<file path="src/rtl/button_conditioner_pkg.sv">
// Shared types and board defaults for the push-button front end that drives
// rom_reader address stepping.
package button_conditioner_pkg;

    typedef enum logic [1:0] {
        BTN_IDLE   = 2'd0,
        BTN_DELAY  = 2'd1,
        BTN_REPEAT = 2'd2
    } btn_state_e;

    // Defaults for a 50 MHz board clock.
    localparam int unsigned DEFAULT_DEBOUNCE_CYCLES      = 50000;
    localparam int unsigned DEFAULT_REPEAT_DELAY_CYCLES  = 25000000;
    localparam int unsigned DEFAULT_REPEAT_PERIOD_CYCLES = 5000000;
    localparam logic        DEFAULT_PRESSED_LEVEL        = 1'b1;

    // Maps the raw pin onto pressed=1 regardless of board wiring.
    function automatic logic normalise_pressed(input logic raw, input logic pressed_level);
        return raw ~^ pressed_level;
    endfunction

    function automatic int unsigned max_u(input int unsigned a, input int unsigned b);
        return (a > b) ? a : b;
    endfunction

endpackage

</file>
<file path="src/rtl/button_debounce_repeat.sv">
// One button: 2-flop synchroniser, debouncer and press/auto-repeat pulse FSM.
// pulse_o is combinational; the parent registers it.
module button_debounce_repeat
    import button_conditioner_pkg::*;
#(
    parameter int unsigned DEBOUNCE_CYCLES      = DEFAULT_DEBOUNCE_CYCLES,
    parameter int unsigned REPEAT_DELAY_CYCLES  = DEFAULT_REPEAT_DELAY_CYCLES,
    parameter int unsigned REPEAT_PERIOD_CYCLES = DEFAULT_REPEAT_PERIOD_CYCLES,
    parameter logic        PRESSED_LEVEL        = DEFAULT_PRESSED_LEVEL
) (
    input  logic clk,
    input  logic reset_n,
    input  logic button_raw_i,
    output logic held_o,
    output logic pulse_o
);

    localparam int unsigned DB_W    = $clog2(DEBOUNCE_CYCLES + 1);
    localparam int unsigned TMR_MAX = max_u(REPEAT_DELAY_CYCLES, REPEAT_PERIOD_CYCLES);
    localparam int unsigned TMR_W   = $clog2(TMR_MAX + 1);

    localparam logic [DB_W-1:0]  DB_TERM     = DB_W'(DEBOUNCE_CYCLES);
    localparam logic [TMR_W-1:0] DELAY_TERM  = TMR_W'(REPEAT_DELAY_CYCLES);
    localparam logic [TMR_W-1:0] PERIOD_TERM = TMR_W'(REPEAT_PERIOD_CYCLES);

    logic              sync1_q, sync1_d;
    logic              sync2_q, sync2_d;
    logic              held_q, held_d;
    logic [DB_W-1:0]   cnt_q, cnt_d;
    logic [DB_W-1:0]   cnt_inc;
    btn_state_e        state_q, state_d;
    logic [TMR_W-1:0]  timer_q, timer_d;
    logic [TMR_W-1:0]  timer_inc;
    logic              pulse;

    assign cnt_inc   = cnt_q + 1'b1;
    assign timer_inc = timer_q + 1'b1;

    always_comb begin
        sync1_d = normalise_pressed(button_raw_i, PRESSED_LEVEL);
        sync2_d = sync1_q;
    end

    // Debounce: count consecutive cycles of disagreement, accept at terminal count.
    always_comb begin
        held_d = held_q;
        cnt_d  = '0;
        if (sync2_q != held_q) begin
            if (cnt_inc == DB_TERM) begin
                held_d = ~held_q;
            end else begin
                cnt_d = cnt_inc;
            end
        end
    end

    always_comb begin
        state_d = state_q;
        timer_d = timer_q;
        pulse   = 1'b0;
        if (!held_q) begin
            state_d = BTN_IDLE;
            timer_d = '0;
        end else begin
            unique case (state_q)
                // Held while idle can only mean it has just been accepted as pressed.
                BTN_IDLE: begin
                    pulse   = 1'b1;
                    state_d = BTN_DELAY;
                    timer_d = '0;
                end
                BTN_DELAY: begin
                    if (timer_inc == DELAY_TERM) begin
                        pulse   = 1'b1;
                        state_d = BTN_REPEAT;
                        timer_d = '0;
                    end else begin
                        timer_d = timer_inc;
                    end
                end
                BTN_REPEAT: begin
                    if (timer_inc == PERIOD_TERM) begin
                        pulse   = 1'b1;
                        timer_d = '0;
                    end else begin
                        timer_d = timer_inc;
                    end
                end
                default: begin
                    state_d = BTN_IDLE;
                    timer_d = '0;
                end
            endcase
        end
    end

    always_ff @(posedge clk or negedge reset_n) begin
        if (!reset_n) begin
            sync1_q <= 1'b0;
            sync2_q <= 1'b0;
            held_q  <= 1'b0;
            cnt_q   <= '0;
            state_q <= BTN_IDLE;
            timer_q <= '0;
        end else begin
            sync1_q <= sync1_d;
            sync2_q <= sync2_d;
            held_q  <= held_d;
            cnt_q   <= cnt_d;
            state_q <= state_d;
            timer_q <= timer_d;
        end
    end

    assign held_o  = held_q;
    assign pulse_o = pulse;

endmodule

</file>
<file path="src/rtl/button_conditioner.sv">
// Increment/decrement button front end: two conditioned buttons, each step
// suppressed while the opposite button is held, with registered step outputs.
module button_conditioner
    import button_conditioner_pkg::*;
#(
    parameter int unsigned DEBOUNCE_CYCLES      = DEFAULT_DEBOUNCE_CYCLES,
    parameter int unsigned REPEAT_DELAY_CYCLES  = DEFAULT_REPEAT_DELAY_CYCLES,
    parameter int unsigned REPEAT_PERIOD_CYCLES = DEFAULT_REPEAT_PERIOD_CYCLES,
    parameter logic        PRESSED_LEVEL        = DEFAULT_PRESSED_LEVEL
) (
    input  logic clk,
    input  logic reset_n,
    input  logic inc_button_raw,
    input  logic dec_button_raw,
    output logic inc_step,
    output logic dec_step,
    output logic inc_held,
    output logic dec_held
);

    logic inc_held_w, dec_held_w;
    logic inc_pulse, dec_pulse;
    logic inc_step_q, inc_step_d;
    logic dec_step_q, dec_step_d;

    button_debounce_repeat #(
        .DEBOUNCE_CYCLES      (DEBOUNCE_CYCLES),
        .REPEAT_DELAY_CYCLES  (REPEAT_DELAY_CYCLES),
        .REPEAT_PERIOD_CYCLES (REPEAT_PERIOD_CYCLES),
        .PRESSED_LEVEL        (PRESSED_LEVEL)
    ) u_inc (
        .clk          (clk),
        .reset_n      (reset_n),
        .button_raw_i (inc_button_raw),
        .held_o       (inc_held_w),
        .pulse_o      (inc_pulse)
    );

    button_debounce_repeat #(
        .DEBOUNCE_CYCLES      (DEBOUNCE_CYCLES),
        .REPEAT_DELAY_CYCLES  (REPEAT_DELAY_CYCLES),
        .REPEAT_PERIOD_CYCLES (REPEAT_PERIOD_CYCLES),
        .PRESSED_LEVEL        (PRESSED_LEVEL)
    ) u_dec (
        .clk          (clk),
        .reset_n      (reset_n),
        .button_raw_i (dec_button_raw),
        .held_o       (dec_held_w),
        .pulse_o      (dec_pulse)
    );

    // Masking only drops pulses; the FSMs keep their own schedule, so no catch-up.
    always_comb begin
        inc_step_d = inc_pulse & ~dec_held_w;
        dec_step_d = dec_pulse & ~inc_held_w;
    end

    always_ff @(posedge clk or negedge reset_n) begin
        if (!reset_n) begin
            inc_step_q <= 1'b0;
            dec_step_q <= 1'b0;
        end else begin
            inc_step_q <= inc_step_d;
            dec_step_q <= dec_step_d;
        end
    end

    assign inc_step = inc_step_q;
    assign dec_step = dec_step_q;
    assign inc_held = inc_held_w;
    assign dec_held = dec_held_w;

`ifndef SYNTHESIS
    steps_exclusive_a: assert property (@(posedge clk) disable iff (!reset_n)
        !(inc_step_q && dec_step_q));
`endif

endmodule
</file>
<file path="config.mk">
export PLATFORM = sky130hd
export DESIGN_NAME = button_conditioner
export DESIGN_NICKNAME = d
export VERILOG_FILES = /design/src/rtl/button_conditioner_pkg.sv /design/src/rtl/button_debounce_repeat.sv /design/src/rtl/button_conditioner.sv
export SDC_FILE = /design/constraint.sdc
export NUM_CORES = 1
export LEC_CHECK = 0
export ABC_CLOCK_PERIOD_IN_PS = 6800
export BUFFER_PORTS_ARGS = -buffer_cell sky130_fd_sc_hd__buf_4
export CAP_MARGIN = 20
export CORE_MARGIN = 2
export CORE_UTILIZATION = 25
export DETAILED_ROUTE_END_ITERATION = 12
export PLACE_DENSITY = 0.4
export SLEW_MARGIN = 25
export SYNTH_ARGS = -nofsm -noshare
export SYNTH_HDL_FRONTEND = slang
export SYNTH_SLANG_ARGS = --single-unit
</file>
<file path="constraint.sdc">
create_clock -name clk -period 6.8 [get_ports clk]
set_clock_uncertainty 0.05 [all_clocks]
set_input_delay 0.34 -clock clk [delete_from_list [all_inputs] [get_ports clk]]
set_output_delay 0.34 -clock clk [all_outputs]
set_load 0.005 [all_outputs]
</file>
=== Word level (Yosys, flattened, before mapping) ===
Index checks and enable logic that the tools add are counted.

* Register bits after elaboration: 94
* Input bits: 4
* Output and inout port bits: 4
* Logic and storage cells: 70

* Add/subtract/negate cells: 4
* Equal/unequal tests: 16
* Mux-type cells: 26
* Bitwise logic cells: 4
* Reductions and logical operators: 6

{| class="wikitable"
|+ Operators with widths
! kind !! number
|-
| $mux W25 || 6
|-
| $pmux W25 S2 || 2
|-
| $mux W16 || 4
|-
| $add A25 B1 Y25 const B || 2
|-
| $eq A25 B23 Y1 const B || 2
|-
| $eq A25 B25 Y1 const B || 2
|-
| $add A16 B1 Y16 const B || 2
|-
| $eq A16 B16 Y1 const B || 2
|-
| $pmux W2 S3 || 2
|-
| $mux W2 || 4
|-
| $reduce_and A2 Y1 || 4
|-
| $mux W1 || 6
|-
| $ne A3 B3 Y1 const B || 2
|-
| $pmux W1 S3 || 2
|-
| $eq A2 B1 Y1 const B || 2
|-
| $eq A2 B2 Y1 const B || 2
|-
| $logic_not A2 Y1 || 2
|-
| $ne A2 B2 Y1 const B || 2
|-
| $and A1 B1 Y1 || 2
|-
| $ne A1 B1 Y1 || 2
|-
| $not A1 Y1 || 2
|}

=== Depth between registers and ports, before layout ===
Gate-level depths: netlist of the first run.

* Word-level depth: 6
* Mapped depth: 10
* Depth with buffers taken out: 8

=== Cells and area by module ===
Synthesis of the first run repeated with hierarchy kept, for this count alone.

* Cell total of the unflattened synthesis: 630
* Area total of the unflattened synthesis: 5753.0 sq um

{| class="wikitable"
|+ Modules (own cells, without submodules)
! module !! instances !! cells an instance !! area an instance (sq um) !! seq. area each (sq um)
|-
| button_debounce_repeat || 2 || 313 || 2837.7 || 1151.1
|-
| button_conditioner || 1 || 4 || 77.6 || 50.0
|}

=== Worst setup path before layout of the first run ===
Ideal clock, no wire load.

* Kind: register -> register
* Start point: register u_dec.timer_q[0]
* End point: register u_dec.timer_q[14]
* Library setup time: 143 ps
* Arrival: 2768 ps
* Required time: 6607 ps
* Path slack: 3839 ps
* Cell stages (with the launch flop): 10
* Path buffers: 1
* Period minus slack after synthesis: 2961 ps
* Cells stage by stage: dfrtp_1 > ha_1 > nand4_1 > or3_1 > or4_1 > a211oi_2 > nand4_2 > o31ai_4 > buf_6 > a211oi_2

* Cells in the longest elaborated chain, start to end: 5
* Elaborated cells between the ends (all ways): 7
* Those cells by class: add/sub (1); eq/ne (2); mux (4)

{| class="wikitable"
|+ Ends and longest elaborated chain
! item !! line !! RTL
|-
| start: declaration || button_debounce_repeat.sv:32 || <nowiki>logic [TMR_W-1:0] timer_q, timer_d;</nowiki>
|-
| start signal: assignment || button_debounce_repeat.sv:111 || <nowiki>timer_q <= timer_d;</nowiki>
|-
| $add A25 B1 Y25 * || button_debounce_repeat.sv:37 || <nowiki>assign timer_inc = timer_q + 1'b1;</nowiki>
|-
| $eq A25 B23 Y1 / $eq A25 B25 Y1 (equally long branches) || button_debounce_repeat.sv:82, button_debounce_repeat.sv:73 ||
|-
| $mux W25, on equally long branches || button_debounce_repeat.sv:82, button_debounce_repeat.sv:73 ||
|-
| $pmux W25 S2 * || button_debounce_repeat.sv:65 || <nowiki>unique case (state_q)</nowiki>
|-
| $mux W25 * || button_debounce_repeat.sv:61 || <nowiki>if (!held_q) begin</nowiki>
|-
| via u_dec.timer_d[14] || button_debounce_repeat.sv:32 ||
|}

The timed path passes the listed nets; every way through them passes the cells marked *.
A chain may end at the register's enable or synchronous reset.

=== Worst setup path after layout of the first run ===
* Start point: register u_inc.timer_q[3]
* End point: register u_inc.timer_q[18]

* Cells in the longest elaborated chain, start to end: 5
* Elaborated cells between the ends (all ways): 7
* Those cells by class: add/sub (1); eq/ne (2); mux (4)

{| class="wikitable"
|+ Ends and longest elaborated chain
! item !! line
|-
| start: declaration || button_debounce_repeat.sv:32
|-
| start signal: assignment || button_debounce_repeat.sv:111
|-
| $add A25 B1 Y25 * || button_debounce_repeat.sv:37
|-
| $eq A25 B23 Y1 / $eq A25 B25 Y1 (equally long branches) || button_debounce_repeat.sv:82, button_debounce_repeat.sv:73
|-
| $mux W25, on equally long branches || button_debounce_repeat.sv:82, button_debounce_repeat.sv:73
|-
| $pmux W25 S2 * || button_debounce_repeat.sv:65
|-
| $mux W25 * || button_debounce_repeat.sv:61
|-
| via u_inc.timer_d[18] || button_debounce_repeat.sv:32
|}

Marked as above.

==> results of run 1 <==
[sequential cells by signal, indices dropped and copies added (netlist names)]
signal and flops:
u_inc.state_q 2, u_dec.sync1_q 1, u_dec.timer_q 25, u_dec.held_o 1, dec_step 1, u_inc.held_o 1, u_dec.sync2_q 1, u_inc.timer_q 25
u_dec.state_q 2, inc_step 1, u_inc.sync1_q 1, u_inc.cnt_q 16, u_inc.sync2_q 1, u_dec.cnt_q 16
[repair_timing]
action                     in CTS  in global routing
hold buffers                    1                  0
setup endpoints to repair       0                  0
hold endpoints to repair        7                  0
[per-layer routing]
layer / wire, µm / global-route usage
met5: 0 / 0
met1: 6940 / 0.163
met3: 429 / 0.0238
met2: 6770 / 0.196
met4: 216 / 0.0372
[worst paths after layout]
kind                       slack (ns)                end              from
max                              3.11  u_inc.timer_q[18]  u_inc.timer_q[3]
min                              0.05      u_dec.sync1_q    dec_button_raw
max reg2reg                      3.11  u_inc.timer_q[18]  u_inc.timer_q[3]
min in group asynchronous        0.50    u_inc.cnt_q[10]           reset_n
max in group asynchronous        5.09     u_dec.cnt_q[6]           reset_n
min reg2reg                      0.30      u_dec.sync2_q     u_dec.sync1_q
[cells in the final DEF (no fill, tap or decap), types with 4 or more instances in the layout]
cell / n
a211oi_1: 18
buf_4: 10
inv_1: 18
or4_1: 4
a21oi_1: 12
nand4_1: 29
nand2b_1: 5
a211oi_2: 14
nor2b_1: 4
ha_1: 14
and4_1: 4
nand2_1: 51
a21oi_2: 7
nor4b_1: 4
a221oi_1: 4
o21ai_0: 11
or2_2: 12
xnor2_1: 47
clkbuf_16: 9
o32ai_1: 8
mux2i_1: 5
nor3_1: 16
and3_1: 13
nand3_1: 38
or3_1: 8
o31a_1: 4
nor3b_1: 4
a2111oi_0: 4
nor2_1: 55
xor2_1: 28
dfrtp_1: 94
nor4_1: 16
and2_1: 5
[layout make-up]
class / count / area (µm²)
fill: 2483 / 16800
multi-input combinational: 485 / 3310
sequential: 94 / 2350
tap: 319 / 399
clock buffer: 13 / 270
timing repair buffer: 11 / 85.1
inverter: 18 / 67.6
clock inverter: 3 / 26.3
[power by group through the flow]
stage | Combinational [W] | Clock [W] | Sequential, W
finish | 0.0000231 | 0.000510 | 0.000567
detailed placement | 0.0000243 | 0 | 0.000578
CTS | 0.0000248 | 0.000529 | 0.000567
floorplan | 0.00000835 | 0 | 0.000577
global route | 0.0000276 | 0.000549 | 0.000567
global placement | 0.0000240 | 0 | 0.000578
[per-stage QoR]
step,utilization,area [µm²],cells,hold slack (ns),setup WS [ns]
after CTS,0.279,6510,943,0.0299,3.12
after detailed placement,0.266,6200,926,0.290,3.18
after global routing,0.279,6510,943,0.0271,2.78
after global placement,0.266,6200,926,0.287,3.27
final,0.279,6510,943,0.0468,3.11
after floorplan,-,5910,634,-0.00559,3.84
[cells by family (layout without fill, tap and decap cells)]
group | count (synthesis) | count (layout) | synth area share
flops | 94 | 94 | 0.398
simple gates | 280 | 280 | 0.253
buf+inv | 55 | 45 | 0.0427
mux | 7 | 7 | 0.0123
compound gates | 109 | 109 | 0.153
xor+xnor | 75 | 75 | 0.111
fa+ha+maj | 14 | 14 | 0.0296
==> results.toml, run 1 <==
[power_and_ir_drop]
clkPwrFrac = 0.464
ir_drop_mv = 0.120
power_leakage_nw = 2.30
p_seq_frac = 0.515
combPwrFrac = 0.021
switching_share = 0.227
p_sw_w = 0.000250
power.density_nw_per_um2 = 169
finalPower_w = 0.00110
internal_power_w = 0.000850

[sta]
max_freq_mhz = 271
fin_tns_setup_ns = 0
slew_headroom = 0.370
timing.final.crit_share = 0.543
finalHoldViolations = 0
slew_violations = 0
rsz0062_at_grt = "false"
period_needed_ns = 3.69
finalSetupViolCount = 0
worst-slew-pin-transition_ns = 0.943

[critical_path]
critPathTopFamily = "simple AND/OR/NAND/NOR gates"
endpoint_kind = "register"
slowest_stage = "nand2_1"
cp.buffers_inverters = 0
critPathMaxFanout = 24
cp.depth = 7
critPathRequiredTime_ns = 6.93
r2r_cells = 7
crit_top_cell = "nand4_1"
max_stage_delay_ns = 0.77
path_cells = "nand4_1 > nor3_1 > xnor2_1 > a2111oi_0 > nand4_1 > nand2_1 > o22ai_1"
startpoint_type = "register"
critPathKind = "register to register"
cp_data_arrival_time_ns = 3.83

[clock_tree]
cts_root_buffer = "clkbuf_16"
clockBufferDepth = 2
path_clk_slew_ns = 0.07
numCtsBuffers = 9
cts_htree_levels = 3
cts_sinks = 94
postCtsSetupBuffers = 0
cts_resized = 0
cts_tree = "yes"
worstSkewPairLatency_ns = 0.35

[floorplanning]
start_util = 0.253
die_y_um = 158
core_region_area_um2 = 23300
dieArea_um2 = 24900
num_rows = 56
io_pins = 8
die_w_um = 158

[routing]
drt_wl_total_um = 14400
viasPerCell = 4.96
route.detailed.drc = 0
ant_nets = 0
drt_iter0_drc = 257
vias = 4676
first_pass_iters = 4
routedWlPerCell_um = 15.2

[synth]
yosysSeqAreaShare = 0.398
synthesis.nets = 652
avgSynthCellArea_um2 = 9.32
synth_area_leaders = "dfrtp_1 40%, xnor2_1 7.0%, xor2_1 4.1%"
yosysWarningCount = 0
synth.cell_area_um2 = 5910
synth.top_cells.by_count = "94 x dfrtp_1, 55 x nor2_1, 51 x nand2_1, 47 x xnor2_1, 38 x nand3_1"
post-synth-top-area-fraction = 0.398
ys.flop_type = "dfrtp_1"
synth-seq-cells = 94
synth_most_common_cell = "dfrtp_1"
yosys.cell_types.count = 63
netlist_instances = 634
synth.largest_area_cell = "dfrtp_1"
synth_edf_count = 0
synthArstFlopShare = 1.00

[global_routing]
grt_pass1_wl_um = 23900
grt_pass1_vias = 4571
overflow = 0
antenna_found_initial = 0
track_usage = 0.121
grt_max_degree = 49

[finish]
nets = 637
areaGrowthSynthToFinish_pct = 10.1
n_antenna_cell = 0
drive_above_1_share = 0.114

[hold_path]
hold_path_class = "input pin to register"
hold_depth = 1

[place]
portBuffers = 7
place_congestion = 0.804
place_hpwl_um = 9750

[job]
maxCapViolations = 0

[outcome]
run_status = "completed"
Note: power is estimated with default switching activity, not from simulation.
==> inputs of run 2 (changes only) <==
--- a/config.mk
+++ b/config.mk
@@ -5,13 +5,13 @@
 export SDC_FILE = /design/constraint.sdc
 export NUM_CORES = 1
 export LEC_CHECK = 0
-export ABC_CLOCK_PERIOD_IN_PS = 6800
+export ABC_CLOCK_PERIOD_IN_PS = 3000
 export BUFFER_PORTS_ARGS = -buffer_cell sky130_fd_sc_hd__buf_4
 export CAP_MARGIN = 20
 export CORE_MARGIN = 2
 export CORE_UTILIZATION = 25
 export DETAILED_ROUTE_END_ITERATION = 12
-export PLACE_DENSITY = 0.4
+export PLACE_DENSITY = 0.41
 export SLEW_MARGIN = 25
 export SYNTH_ARGS = -nofsm -noshare
 export SYNTH_HDL_FRONTEND = slang
==> constraint.sdc (replaced) <==
create_clock -name clk -period 3 [get_ports clk]
set_clock_uncertainty 0.05 [all_clocks]
set_input_delay 0.15 -clock clk [delete_from_list [all_inputs] [get_ports clk]]
set_output_delay 0.15 -clock clk [all_outputs]
set_load 0.005 [all_outputs]
==> results.toml, run 2 (synthesized netlist as in run 1, its figures left out) <==
[outcome]
run_status = "completed"

[critical_path]
endpoint_kind = "register"
critPathRequiredTime_ns = 3.13
startpoint_type = "register"
timing.rr.start = "u_dec.timer_q[7]"
critPathKind = "register to register"
critPathMaxFanout = 12
max_stage_delay_ns = 0.64
reg2reg_slack_ns = 0.13
cp_data_arrival_time_ns = 2.99
rr_endpoint = "u_dec.timer_q[18]"
r2r_cells = 9
path_cells = "nand3_1 > or4_4 > or3_1 > a21oi_1 > nand4_2 > o31ai_4 > buf_4 > buf_12 > a221oi_1"
slowest_stage = "or4_4"

[routing]
drt_iter0_drc = 208
ant_nets = 0
route.detailed.drc = 0
first_pass_iters = 4
routedWlPerCell_um = 14.7
viasPerCell = 4.81
drt_wl_total_um = 14800
vias = 4835

[global_routing]
grt_pass1_vias = 4764
antenna_found_initial = 0
grt_pass1_wl_um = 24300
grt_max_degree = 57
overflow = 0
track_usage = 0.123

[hold_path]
worstHoldStart = "u_dec.sync1_q"
hold_path_class = "register to register"
hold_depth = 0
whs_endpoint = "u_dec.sync2_q"

[finish]
n_antenna_cell = 0
layout_common_cells = "94 x dfrtp_1, 65 x buf_4, 55 x nor2_1, 51 x nand2_1, 47 x xnor2_1"
num-fill-cells = 2454
nets = 699
reg_top3 = "u_dec.timer_q (25), u_inc.timer_q (25)"
drive_above_1_share = 0.206
final_common_cell = "dfrtp_1"
instances_no_fill = 1005
areaGrowthSynthToFinish_pct = 19.8
post-route-util = 0.303

[job]
maxCapViolations = 0

[floorplanning]
die_w_um = 158
num_rows = 56
start_util = 0.253
die_y_um = 158
dieArea_um2 = 24900
io_pins = 8
core_region_area_um2 = 23300

[sta]
finalHoldViolations = 0
timing.final.ws_setup_ns = 0.132
slew_headroom = 0.327
timing.final.crit_share = 0.956
finalSetupViolCount = 0
worst-slew-pin-transition_ns = 1.01
whs_ns = 0.305
slew_violations = 0
max_freq_mhz = 349
period_needed_ns = 2.87

[clock_tree]
clockBufferDepth = 2
path_clk_slew_ns = 0.07
cts_htree_levels = 3
numCtsBuffers = 9
cts_root_buffer = "clkbuf_16"
cts_sinks = 94
worstSkewPairLatency_ns = 0.35
cts_tree = "yes"

[power_and_ir_drop]
power_leakage_nw = 2.62
ir_drop_mv = 0.229
internal_power_w = 0.00188
power.density_nw_per_um2 = 344
combPwrFrac = 0.023
clkPwrFrac = 0.449
switching_share = 0.228
p_seq_frac = 0.528
p_sw_w = 0.000556

[place]
dp_cells = 975
place_congestion = 0.818
portBuffers = 7
place_hpwl_um = 10400
dp_slack_ns = 0.0434
-- run 2: changes by cell type in the layout (fill, tap and decap cells not counted), sizes merged --
cell and delta:
dlygate4sd3 +2, clkinv -1, clkinvlp +2, buf +59
inv -1, clkbuf +1
-- run 2: how the worst max path moves through the flow --
stage	slack [ns]	to	start
CTS	0.01	u_dec.state_q[0]	u_dec.timer_q[0]
detailed placement	0.04	u_dec.state_q[0]	u_dec.timer_q[0]
global placement	0.11	u_dec.state_q[0]	u_dec.timer_q[0]
global route	-0.04	u_dec.timer_q[22]	u_dec.timer_q[7]
finish	0.13	u_dec.timer_q[18]	u_dec.timer_q[7]
floorplan	0.04	u_dec.timer_q[14]	u_dec.timer_q[0]
-- run 2: repair_timing --
action,4_1_cts,5_1_grt
setup buffers,0,9
hold buffers,3,0
hold endpoints to repair,57,0
resized for setup,0,14
endpoints found under the setup margin,0,63
-- run 2: cell type report --
class	count	area, µm²	share of cell area
tap	319	399	0.0564
sequential	94	2350	0.332
timing repair buffer	73	614	0.0868
clock inverter	3	20.0	0.00283
multi-input combinational	485	3380	0.477
clock buffer	13	250	0.0353
inverter	18	67.6	0.00954
-- run 2: critical path: cells and delay by family, from the launching register on --
family          cells  cell delay, ns
simple gates        4            1.45
compound gates      3            0.54
flops               1            0.36
buf+inv             2            0.29
-- run 2: per-stage QoR --
| stage | cell area [µm²] | TNS [ns] | total power, W |
|---|---|---|---|
| floorplan | 5910 | 0 | 0.00133 |
| global placement | 6610 | 0 | 0.00137 |
| detailed placement | 6610 | 0 | 0.00137 |
| CTS | 6910 | 0 | 0.00249 |
| global route | 7080 | -0.132 | 0.00255 |
| finish | 7080 | 0 | 0.00243 |
-- run 2: power by group through the flow --
stage / registers [W] / clock network (W) / logic, W
global route: 0.00129 / 0.00119 / 0.0000676
floorplan: 0.00131 / 0 / 0.0000189
CTS: 0.00128 / 0.00114 / 0.0000608
finish: 0.00129 / 0.00109 / 0.0000566
global placement: 0.00131 / 0 / 0.0000570
detailed placement: 0.00131 / 0 / 0.0000573
-- run 2: per-layer routing --
metal,vias to the layer above,global-route usage,wire length [µm]
met1,2363,0.160,7260
met4,0,0.0359,193
met2,45,0.205,6970
li1,2413,-,-
met5,-,0,0
met3,14,0.0249,373
==> inputs of run 3 (changes only) <==
--- a/config.mk
+++ b/config.mk
@@ -5,6 +5,7 @@
 export SDC_FILE = /design/constraint.sdc
 export NUM_CORES = 1
 export LEC_CHECK = 0
+export ABC_AREA = 1
 export ABC_CLOCK_PERIOD_IN_PS = 3000
 export BUFFER_PORTS_ARGS = -buffer_cell sky130_fd_sc_hd__buf_4
 export CAP_MARGIN = 20
==> results.toml, run 3 <==
[place]
place_congestion = 0.763
dp_slack_ns = 0.333
portBuffers = 7
place_hpwl_um = 9610

[finish]
nets = 861
reg_top3 = "u_dec.timer_q (25), u_inc.timer_q (25)"
drive_above_1_share = 0.0814
final_common_cell = "nand2_1"
post-route-util = 0.287
n_antenna_cell = 0
areaGrowthSynthToFinish_pct = 12.7
layout_common_cells = "235 x nand2_1, 151 x nor2_1, 126 x inv_1, 94 x dfrtp_1, 63 x nand3_1"

[sta]
timing.final.crit_share = 0.881
finalHoldViolations = 0
worst-slew-pin-transition_ns = 0.528
timing.final.ws_setup_ns = 0.358
finalSetupViolCount = 0
slew_violations = 0
max_freq_mhz = 378
rsz0062_at_grt = "false"
fin_tns_setup_ns = 0
slew_headroom = 0.648
period_needed_ns = 2.64

[clock_tree]
cts_resized = 0
clockBufferDepth = 2
numCtsBuffers = 9
worstSkewPairLatency_ns = 0.35
postCtsSetupBuffers = 0
cts_root_buffer = "clkbuf_16"
cts_sinks = 94
path_clk_slew_ns = 0.07
cts_tree = "yes"
cts_htree_levels = 3

[power_and_ir_drop]
finalPower_w = 0.00256
power.density_nw_per_um2 = 393
power_leakage_nw = 2.85
ir_drop_mv = 0.225

[synth]
avgSynthCellArea_um2 = 6.99
synth_edf_count = 0
yosysWarningCount = 0
ys.flop_type = "dfrtp_1"
synth_most_common_cell = "nand2_1"
synth.cell_area_um2 = 5770
synth.top_cells.by_count = "235 x nand2_1, 151 x nor2_1, 126 x inv_1, 94 x dfrtp_1, 63 x nand3_1"
synth-seq-cells = 94
synth_area_leaders = "dfrtp_1 41%, nand2_1 15%, nor2_1 9.8%"
synthesis.nets = 843
netlist_instances = 825
synthArstFlopShare = 1.00
yosysSeqAreaShare = 0.408
yosys.cell_types.count = 31
post-synth-top-area-fraction = 0.408
synth.largest_area_cell = "dfrtp_1"

[global_routing]
overflow = 0
grt_pass1_vias = 4676
track_usage = 0.116
grt_max_degree = 58
antenna_found_initial = 0
grt_pass1_wl_um = 22600

[critical_path]
critPathMaxFanout = 24
critPathRequiredTime_ns = 3.17
cp.buffers_inverters = 0
path_cells = "ha_1 > nand2_2 > nor2_4 > nand2_1 > nor2_1 > nand2_1 > nand2_1 > nand2_1 > nor2_1 > nand2_1 > nor2_1 > nand2_1 > nand2_2 > nand2_2 > nand3_4 > nor2_1"
crit_top_cell = "nand2_1"
critPathKind = "register to register"
slowest_stage = "dfrtp_1"
startpoint_type = "register"
max_stage_delay_ns = 0.39
critPathTopFamily = "simple AND/OR/NAND/NOR gates"
cp_data_arrival_time_ns = 2.81
endpoint_kind = "register"

[routing]
first_pass_iters = 4
drt_wl_total_um = 12900
ant_nets = 0
route.detailed.drc = 0
routedWlPerCell_um = 11.4
drt_iter0_drc = 221
vias = 4769
viasPerCell = 4.21

[floorplanning]
die_w_um = 156
core_region_area_um2 = 22600
io_pins = 8
start_util = 0.255
die_y_um = 156
dieArea_um2 = 24300
num_rows = 55

[hold_path]
hold_path_class = "input pin to asynchronous set/reset pin"

[outcome]
run_status = "completed"

[job]
maxCapViolations = 0
## run 3: final cells by class
class | instances | area, µm²
tap | 285 | 357
clock inverter | 5 | 56.3
fill | 2512 | 16100
inverter | 132 | 495
timing repair buffer | 13 | 118
clock buffer | 11 | 253
multi-input combinational | 593 | 2870
sequential | 94 | 2350
## run 3: what timing repair did
| item | in CTS | in global routing |
|---|---|---|
| hold buffers | 3 | 0 |
| setup endpoints to repair | 0 | 0 |
| endpoints found under the hold margin | 39 | 0 |
## run 3: path summary, 6_finish.rpt
path	start	endpoint	slack (ns)	cells past startpoint
max	u_inc.timer_q[0]	u_inc.timer_q[0]	0.36	16
min	reset_n	u_inc.cnt_q[2]	0.28	2
max reg2reg	u_inc.timer_q[0]	u_inc.timer_q[0]	0.36	16
min reg2reg	u_dec.sync1_q	u_dec.sync2_q	0.30	0
max in group asynchronous	reset_n	u_dec.timer_q[1]	1.93	3
min in group clk	u_dec.sync1_q	u_dec.sync2_q	0.30	0
## run 3: power breakdown
part / total [W] / switching [W] / internal [W]
Clock: 0.00122 / 0.000525 / 0.000693
Sequential: 0.00128 / 0.00000559 / 0.00128
Combinational: 0.0000575 / 0.0000413 / 0.0000162
Total: 0.00256 / 0.000572 / 0.00198
## run 3: per-stage QoR
stage | hold slack [ns] | instance area (µm²) | std cells
floorplan | -0.196 | 5770 | 825
global placement | 0.119 | 6160 | 1114
detailed placement | 0.121 | 6160 | 1114
CTS | 0.291 | 6500 | 1133
global route | 0.304 | 6500 | 1133
finish | 0.278 | 6500 | 1133
## run 3: routing by layer
layer	track usage	routed length (µm)	part of all wire
met2	0.188	5790	0.45
met3	0.0192	279	0.022
met4	0.0349	142	0.011
met5	0	0	0
met1	0.158	6670	0.52
## run 3: cells by family after synthesis
family | share of synthesized area
AO/OA/AOI/OAI | 0.0176
XOR/XNOR | 0.0380
adder cells (fa/ha/maj) | 0.0304
buffers and inverters | 0.0950
flip-flops | 0.408
AND/OR/NAND/NOR | 0.411
## run 3: worst register-to-register path: cells and delay by family (launching register included)
kind	cells	cell delay (ns)
fa+ha+maj	1	0.23
simple gates	15	1.86
flops	1	0.39
